`src/rtl/ps2_key_matrix.sv`:
```
// PS/2 set-2 scancode to keyboard-matrix translator with a host-writable key map,
// prefix/pause parsing, prefix timeout, auxiliary keys, global clear and joystick merge.
module ps2_key_matrix #(
  parameter  int ROWS     = 9,
  parameter  int COLS     = 8,
  parameter  int JOY_BITS = 5,
  parameter  int JOY_ROW  = 4,
  parameter  int TIMEOUT  = 65535,
  localparam int RW       = $clog2(ROWS + 1),
  localparam int CW       = $clog2(COLS),
  localparam int MW       = 1 + RW + CW
) (
  input  logic                 clk,
  input  logic                 rst_n,
  input  logic                 scan_valid,
  input  logic [7:0]           scan,
  input  logic                 release_all,
  input  logic                 map_we,
  input  logic [8:0]           map_addr,
  input  logic [MW-1:0]        map_data,
  input  logic [ROWS-1:0]      row_sel,
  input  logic [JOY_BITS-1:0]  joystick,
  output logic [COLS-1:0]      col_out,
  output logic [COLS-1:0]      aux_keys,
  output logic [ROWS*COLS-1:0] key_state
);

  localparam int TW = $clog2(TIMEOUT + 1);
  localparam logic [RW-1:0] AUX_ROW = RW'(ROWS);

  typedef enum logic [2:0] {S_IDLE, S_EXT, S_REL, S_EXT_REL, S_PAUSE} state_t;

  state_t          state, state_n;
  logic [2:0]      pause_cnt, pause_n;
  logic [TW-1:0]   tmo_cnt;
  logic            ev_fire, ev_make, ev_ext, clr_fire;

  // Pipeline: stage 1 holds the lookup address, stage 2 sits beside the RAM output.
  logic [8:0]      addr_q;
  logic            ev_q1, make_q1, clr_q1;
  logic            ev_q2, make_q2, clr_q2;
  logic [MW-1:0]   ram_q;
  logic [MW-1:0]   map_mem [512];

  logic [RW-1:0]   ev_row;
  logic [CW-1:0]   ev_col;
  logic [COLS-1:0] joy_ext;

  always_comb begin
    // NOTE: every always_comb output gets a default first so no path infers a latch.
    state_n  = state;
    pause_n  = pause_cnt;
    ev_fire  = 1'b0;
    ev_make  = 1'b0;
    ev_ext   = 1'b0;
    clr_fire = 1'b0;
    if (scan_valid) begin
      unique case (state)
        S_IDLE: begin
          if (scan == 8'hE0)      state_n = S_EXT;
          else if (scan == 8'hF0) state_n = S_REL;
          else if (scan == 8'hE1) begin
            state_n = S_PAUSE;
            pause_n = 3'd7;
          end
          else if (scan == 8'hAA || scan == 8'hFF) clr_fire = 1'b1;
          else begin
            ev_fire = 1'b1;
            ev_make = 1'b1;
          end
        end
        S_EXT: begin
          if (scan == 8'hF0) state_n = S_EXT_REL;
          else if (scan != 8'hE0) begin
            ev_fire = 1'b1;
            ev_make = 1'b1;
            ev_ext  = 1'b1;
            state_n = S_IDLE;
          end
        end
        S_REL: begin
          ev_fire = 1'b1;
          state_n = S_IDLE;
        end
        S_EXT_REL: begin
          ev_fire = 1'b1;
          ev_ext  = 1'b1;
          state_n = S_IDLE;
        end
        S_PAUSE: begin
          pause_n = pause_cnt - 3'd1;
          if (pause_cnt <= 3'd1) begin
            pause_n = 3'd0;
            state_n = S_IDLE;
          end
        end
        default: state_n = S_IDLE;
      endcase
    end else if (state != S_IDLE && tmo_cnt == TW'(TIMEOUT - 1)) begin
      // Prefix abandoned: fall back to IDLE silently.
      state_n = S_IDLE;
      pause_n = 3'd0;
    end
  end

  always_ff @(posedge clk or negedge rst_n) begin
    if (!rst_n) begin
      state     <= S_IDLE;
      pause_cnt <= 3'd0;
      tmo_cnt   <= '0;
    end else begin
      // NOTE: sequential state uses non-blocking assignments so all registers sample together.
      state     <= state_n;
      pause_cnt <= pause_n;
      if (scan_valid || state == S_IDLE) tmo_cnt <= '0;
      else                               tmo_cnt <= tmo_cnt + TW'(1);
    end
  end

  // NOTE: the map RAM and its read register have no reset; contents survive rst_n.
  always_ff @(posedge clk) begin
    if (map_we) map_mem[map_addr] <= map_data;
    ram_q <= map_mem[addr_q];
  end

  assign ev_row = ram_q[CW +: RW];
  assign ev_col = ram_q[CW-1:0];

  always_ff @(posedge clk or negedge rst_n) begin
    if (!rst_n) begin
      addr_q    <= '0;
      ev_q1     <= 1'b0;
      make_q1   <= 1'b0;
      clr_q1    <= 1'b0;
      ev_q2     <= 1'b0;
      make_q2   <= 1'b0;
      clr_q2    <= 1'b0;
      key_state <= '0;
      aux_keys  <= '0;
    end else begin
      addr_q  <= {ev_ext, scan};
      ev_q1   <= ev_fire;
      make_q1 <= ev_make;
      clr_q1  <= clr_fire;
      ev_q2   <= ev_q1;
      make_q2 <= make_q1;
      clr_q2  <= clr_q1;
      if (release_all || clr_q2) begin
        key_state <= '0;
        aux_keys  <= '0;
      end else if (ev_q2 && ram_q[MW-1]) begin
        for (int r = 0; r < ROWS; r++) begin
          for (int c = 0; c < COLS; c++) begin
            if (ev_row == RW'(r) && ev_col == CW'(c)) key_state[r*COLS+c] <= make_q2;
          end
        end
        for (int c = 0; c < COLS; c++) begin
          if (ev_row == AUX_ROW && ev_col == CW'(c)) aux_keys[c] <= make_q2;
        end
      end
    end
  end

  always_comb begin
    joy_ext               = '0;
    joy_ext[JOY_BITS-1:0] = joystick;
  end

  always_comb begin
    col_out = '1;
    for (int c = 0; c < COLS; c++) begin
      logic acc;
      acc = 1'b0;
      for (int r = 0; r < ROWS; r++) begin
        if (!row_sel[r]) begin
          acc = acc | key_state[r*COLS+c];
          if (r == JOY_ROW) acc = acc | joy_ext[c];
        end
      end
      col_out[c] = ~acc;
    end
  end

endmodule
```
`config.mk`:
```
export PLATFORM = sky130hd
export DESIGN_NAME = ps2_key_matrix
export DESIGN_NICKNAME = d
export VERILOG_FILES = /design/src/rtl/ps2_key_matrix.sv
export SDC_FILE = /design/constraint.sdc
export NUM_CORES = 2
export LEC_CHECK = 0
export CAP_MARGIN = 25
export CORE_ASPECT_RATIO = 0.8
export CORE_MARGIN = 2
export CORE_UTILIZATION = 30
export CTS_CLUSTER_SIZE = 28
export DETAILED_ROUTE_END_ITERATION = 8
export GPL_ROUTABILITY_DRIVEN = 0
export HOLD_SLACK_MARGIN = 0.05
export MAX_ROUTING_LAYER = met4
export PLACE_DENSITY = 0.45
export SLEW_MARGIN = 20
export SYNTH_ARGS = -nofsm -noshare
export SYNTH_HDL_FRONTEND = slang
export SYNTH_SLANG_ARGS = --single-unit
export TNS_END_PERCENT = 1
```
`constraint.sdc`:
```
create_clock -name clk -period 2.53 [get_ports clk]
set_input_delay 0.506 -clock clk [delete_from_list [all_inputs] [get_ports clk]]
set_output_delay 0.506 -clock clk [all_outputs]
set_load 0.03 [all_outputs]
```
== After elaboration in Yosys (flattened, before gate mapping) ==
Memories as Yosys holds them, arrays and structs flattened. A register that Yosys moved wholly into a read port is not among the register bits.
Index checks and enable logic that the tools add are counted.

* Register bits after elaboration: 117
* Memory bits (writable): 4,096
* Bits of input ports: 44
* Output and inout bits: 88
* Logic and storage cells: 651
* Memories: 1

{| class="wikitable"
|+ Memory list
! memory !! depth !! bits a word !! rd ports !! clocked after Yosys merged registers in !! wr ports !! line !! text
|-
| map_mem || 512 || 8 || 1 || 1 || 1 || 43 || <nowiki>logic [MW-1:0] map_mem [512];</nowiki>
|}

* Add/sub/neg operators: 2
* Order comparisons: 1
* Equality and inequality tests: 34
* Muxes and demuxes: 192
* Bitwise logic cells: 77
* Reduce and logical (&&, ||, !) cells: 254

{| class="wikitable"
|+ Operators with widths
! cell !! number
|-
| 2-to-1 mux 1 bit || 169
|-
| nonzero test 2 bit || 82
|-
| AND reduction 2 bit || 80
|-
| 2-to-1 mux 72 bit || 2
|-
| logical AND 1 bit || 82
|-
| OR 1 bit || 69
|-
| equality test 8 bit (second input constant) || 5
|-
| 2-to-1 mux 3 bit || 13
|-
| adder 16 x 1 -> 16 bit (second input constant) || 1
|-
| equality test 16 bit (second input constant) || 1
|-
| equality test 4 x 3 -> 1 bit (second input constant) || 4
|-
| 2-to-1 mux 16 bit || 1
|-
| 2-to-1 mux 8 bit || 2
|-
| equality test 3 bit (second input constant) || 5
|-
| equality test 3 x 2 -> 1 bit (second input constant) || 4
|-
| inequality test 3 bit (second input constant) || 4
|-
| case mux 3 bit (3 select lines) || 1
|-
| equality test 4 x 2 -> 1 bit (second input constant) || 2
|-
| equality test 4 bit (second input constant) || 2
|-
| inequality test 8 bit (second input constant) || 1
|-
| inverter 1 bit || 8
|-
| equality test 3 x 1 -> 1 bit (second input constant) || 2
|-
| zero test 3 bit || 2
|-
| case mux 3 bit (2 select lines) || 1
|-
| other kinds (14) || 17
|}

== Longest topological paths before layout ==
* Depth in word-level cells: 19
* Depth in mapped cells: 13
* Depth with buffers taken out: 8

== Least setup slack after synthesis ==
Ideal clock, no wire load.

* Kind: input-to-output
* From: in row_sel[0]
* To: out col_out[3]
* Arrival: 2.570 ns
* Required time: 2.024 ns
* Slack: -0.546 ns
* Stages: 5
* Path buffers: 0
* Cell sequence: inv_1 > a22o_1 > a221oi_1 > o21ai_0 > a2111oi_0

* Cells in the longest elaborated chain, start to end: 19

{| class="wikitable"
|+ RTL lines
! item !! line !! text
|-
| start, declared || 21 || <nowiki>input logic [ROWS-1:0] row_sel,</nowiki>
|-
| 2-to-1 mux 1 bit * || 175 || <nowiki>if (!row_sel[r]) begin</nowiki>
|-
| OR 1 bit || 176 || <nowiki>acc = acc | key_state[r*COLS+c];</nowiki>
|-
| 2-to-1 mux 1 bit * || 175 ||
|-
| OR 1 bit || 176 ||
|-
| 2-to-1 mux 1 bit * || 175 ||
|-
| OR 1 bit || 176 ||
|-
| 2-to-1 mux 1 bit * || 175 ||
|-
| OR 1 bit || 176 ||
|-
| [3 not listed] || n/a ||
|-
| 2-to-1 mux 1 bit * || 175 ||
|-
| OR 1 bit || 176 ||
|-
| 2-to-1 mux 1 bit * || 175 ||
|-
| OR 1 bit || 176 ||
|-
| 2-to-1 mux 1 bit * || 175 ||
|-
| OR 1 bit || 176 ||
|-
| 2-to-1 mux 1 bit * || 175 ||
|-
| inverter 1 bit * || 180 || <nowiki>col_out[c] = ~acc;</nowiki>
|-
| end, declared || 23 || <nowiki>output logic [COLS-1:0] col_out,</nowiki>
|}

Mark *: on every way between the ends. The rest lies on a longest branch, timed or not.

==> key figures <==
Status
  – Outcome: complete, but fails checks
  – Violations in the final reports: setup timing

Synthesis
  – Gate count after technology mapping: 8,761
  – Dominant combinational cell family by area after synthesis: multiplexers
  – Distinct cell type count after synthesis: 66
  – Syn Std Cell Area: 166,000 µm²
  – Number of synthesized flops with an enable pin: 4,096
  – Basic-gate share of the synthesized area counting and, or, nand and nor cells: 3.41%
  – Sequential-to-total area share from yosys stat: 76.0%
  – Area share of the largest cell type after synthesis: 74.1%
  – Area fraction in compound gates after synthesis: 4.80%
  – Most area-consuming cells after synthesis: edfxtp_1 74%, mux4_2 8.9%, mux2i_1 4.7%, o221ai_1 1.9%, dfrtp_1 1.8%
  – Synth Area per Inst: 18.9 µm²
  – Adder-cell share of the synthesized area: 0.0226%
  – Proportion of synthesized area in mux cells: 13.6%
  – Synthesis Warnings: 0
  – Main synth FF type: edfxtp_1
  – Most frequent cell after synthesis: edfxtp_1
  – Net count after synthesis: 8,808
  – Cell type with the largest total area after synthesis: edfxtp_1
  – Top post-synthesis cells by count: 4,096 x edfxtp_1, 781 x mux2i_1, 725 x nor2_1
  – #FFs+latches synth: 4,221
  – Post-synth ARST share: 2.77%
  – Post-synthesis share of cell area spent on xor and xnor gates: 0.0739%

Placed design
  – Placed wire-length estimate: 351 mm
  – Post-DP Area: 191,000 µm²
  – Cell count after placement: 17,500
  – Port bufs: 131

STA
  – Highest achievable clock rate: 0.252 GHz
  – Fin. max-slew vios: 0
  – Final WS setup: -1.44 ns
  – Final period demand of the worst path: 3.97 ns
  – Count of endpoints failing hold in the final timing report: 0
  – Worst slew margin relative to its limit: 36.5%
  – Setup-violating endpoint count in the final report: 16
  – Clock Skew: 0.0323 ns
  – RSZ-0062 raised after global routing: yes
  – Slew of the pin with the lowest slew margin: 0.951 ns
  – Share of the clock period used by the worst path after layout: 157%

Pwr
  – P_sw: 33.8 mW
  – Cell-internal power: 117 mW
  – Clock share of power: 42.1%
  – Leakage: 69.1 nW
  – Peak supply drop: 579 µV
  – Cell Pwr Density: 732 nW/µm²
  – Comb power frac: 6.6%
  – Net Sw Frac: 22.5%
  – Sequential fraction of design power: 51.3%
  – Total Power Consumption: 150 mW

Setup path
  – Library cell appearing most often on the critical path: buf_12
  – Cell family with most CP delay: compound AO/OA/AOI/OAI gates
  – Origin of the critical flop-to-flop path: addr_q[0]
  – Worst Setup End Kind: register
  – Crit-path cells: buf_12, buf_16, buf_12, mux2i_1, o221ai_1, o22ai_1, a222oi_1, nand4_1, nand4_1, buf_12, and4_1
  – Setup Crit Path Kind: reg2reg
  – Worst Path Arrival: 4.93 ns
  – Kind of start point of the critical path: register
  – Highest fanout seen on the critical path: 7
  – Cell type of the slowest stage on the worst timing path: nand4_1
  – Worst setup path start: addr_q[0]
  – Stage delay of the slowest cell on the critical path: 0.63 ns
  – Data required, critical path: 3.50 ns
  – Bufs and invs on worst path: 4

Floorplan
  – Die outline height: 669 µm
  – Floorplan row count: 244
  – Initial Utilization: 30.1%
  – Die X: 836 µm
  – Total core area: 551,000 µm²
  – Number of top-level pins: 132
  – Die Outline Area: 559,000 µm²

CTS
  – Worst-Skew Late Latency: 1.03 ns
  – TritonCTS clock tree: done
  – CTS buffer count: 431
  – Clock root buffer master: clkbuf_16
  – TritonCTS Sinks: 4,221
  – CTS H-tree depth: 5
  – Clock-pin slew reported for the worst setup and hold paths after clock tree synthesis: 0.06 ns
  – Longest Clk Path Bufs: 4

Drt
  – Final antenna-violating net count: 0
  – Routed via count divided by cell count: 5.05
  – Post-Route WL: 523 mm
  – Total vias in the final route: 92,900
  – Violation count after the first detailed-route iteration: 11,100
  – Detail-routed net length per standard cell: 28.4 µm
  – Count of TritonRoute iterations in the first routing pass: 9
  – DRC violations left: 0

Global routing
  – Largest net degree at the start of global routing: 97
  – Number of antenna violations at the first check in global routing: 40
  – Remaining global-route overflow: 0
  – Wire length of the first global-routing pass: 728 mm
  – Total routing resource utilization after global routing: 18.7%
  – Vias in the first global route: 93,400

Finish
  – Fill cell total of the finished layout: 50,700
  – Layout Area Growth over Synthesis: 23.9%
  – Final Net Count: 10,700
  – Final std cell area, no fill: 206,000 µm²
  – Fraction of layout instances using a drive strength above 1: 29.6%
  – Layout Utilization: 37.3%
  – Final cell count without fillers: 18,400

Min path
  – Hold/Removal Path Class: in2reg
  – Min-Delay Startpoint: scan[4]

Flow run
  – Number of max-cap violations: 0
[sequential cells by signal (all words and copies together) (netlist names)]
signal     count
ev_q2          1
clr_q1         1
addr_q         9
make_q2        1
clr_q2         1
map_mem     4096
aux_keys       8
make_q1        1
key_state     72
ram_q          8
state          3
pause_cnt      3
ev_q1          1
tmo_cnt       16
[per-layer routing]
| metal | global-route usage, % | wire length (µm) | part of all wire (%) |
|---|---|---|---|
| met3 | 4.26 | 42600 | 8.1 |
| met2 | 27.0 | 226000 | 43 |
| met1 | 27.0 | 242000 | 46 |
| met4 | 4.07 | 11600 | 2.2 |
| met5 | - | 0 | 0 |
[worst reg2reg max path: stages (launching register included)]
cell and delay (ns):
dfrtp_4 0.59, buf_12 0.21, buf_16 0.18, buf_12 0.15, mux2i_1 0.12, o221ai_1 0.40
o22ai_1 0.30, a222oi_1 0.62, nand4_1 0.63, nand4_1 0.39, buf_12 0.15, and4_1 0.18
[power groups by stage]
stage | sequential [mW] | combinational [mW] | clock (mW)
6_report | 77.1 | 9.96 | 63.3
5_1_grt | 77.1 | 10.5 | 67.3
4_1_cts | 77.1 | 10.0 | 64.7
3_5_place_dp | 78.6 | 9.86 | 0
3_3_place_gp | 78.6 | 9.75 | 0
2_1_floorplan | 78.4 | 4.18 | 0
[cell type report]
type,count,area [µm²],share of cell area (%)
diodes,29,72.6,0.0353
clock buffers,532,11500,5.58
clock inverters,264,2360,1.15
inverters,27,109,0.0530
multi-input cells,3943,37000,18.0
flip-flops and latches,4221,126000,61.4
well taps,7380,9230,4.49
repair buffers,1997,19200,9.34
[worst paths after layout]
| check | to | slack [ns] | cells after the start |
|---|---|---|---|
| worst max register to register | ram_q[1] | -1.44 | 11 |
| worst min register to register | make_q2 | 0.35 | 0 |
| worst min-delay path | addr_q[4] | 0.20 | 2 |
| min in group asynchronous | ev_q1 | 0.64 | 4 |
| max in group asynchronous | addr_q[0] | 1.51 | 4 |
| worst max-delay path | ram_q[1] | -1.44 | 11 |
[timing repair]
item / 4_1_cts / 5_1_grt
setup buffers: 16 / 1
endpoints found under the setup margin: 96 / 24
cloned: 4 / 0
resized for setup: 142 / 16
pin swaps: 29 / 12
hold buffers: 11 / 0
hold endpoints to repair: 397 / 0
[cells by family (layout without fill, tap and decap cells)]
| logic type | count (synthesis) | in the layout |
|---|---|---|
| muxes | 1441 | 1441 |
| other | 0 | 29 |
| xor gates and xnor gates | 14 | 14 |
| AOI/OAI and AO/OA | 1167 | 1167 |
| and+or+nand+nor | 1318 | 1318 |
| adders and majority gates | 3 | 3 |
| DFF | 4221 | 4221 |
| buffers and inverters | 597 | 2820 |
[placed cells by master, fill, tap and decap left out, types with 12 or more instances in the layout]
cell             Yosys  final
nand2_4              0     12
nand2_1            247    233
inv_1               26     23
clkbuf_1           327     85
o22ai_1            176    169
clkbuf_16            0    444
a21oi_1            261    260
nand4_1             49     49
nand3_1             64     57
mux4_2             657    657
clkinv_2             0     88
nor2_1             725    724
diode_2              0     29
dlygate4sd2_1        0     78
mux2i_1            781    780
a22oi_1             31     31
bufinv_16            0     38
and2_1              16     13
o21ai_0            207    200
a222oi_1            19     19
o221ai_2             2     26
buf_12              13    292
buf_4               53   1555
clkinv_1             0     98
nor2b_1             31     28
o221ai_1           369    345
dfrtp_1            117    111
clkinvlp_4           0     19
clkdlybuf4s50_1      0     34
nor3_1             117    114
edfxtp_1          4096   4096
a21boi_0            14     14
[metrics by stage]
step	hold WS (ns)	setup slack [ns]	setup TNS, ns
after global placement	0.334	-1.81	-317.16
after floorplan	0.210	-0.124	-0.482
final	0.204	-1.44	-13.25
after global routing	0.140	-1.46	-15.00
after detailed placement	0.338	-1.56	-320.31
after CTS	0.103	-1.27	-13.83
Note: power is estimated with default switching activity, not from simulation.
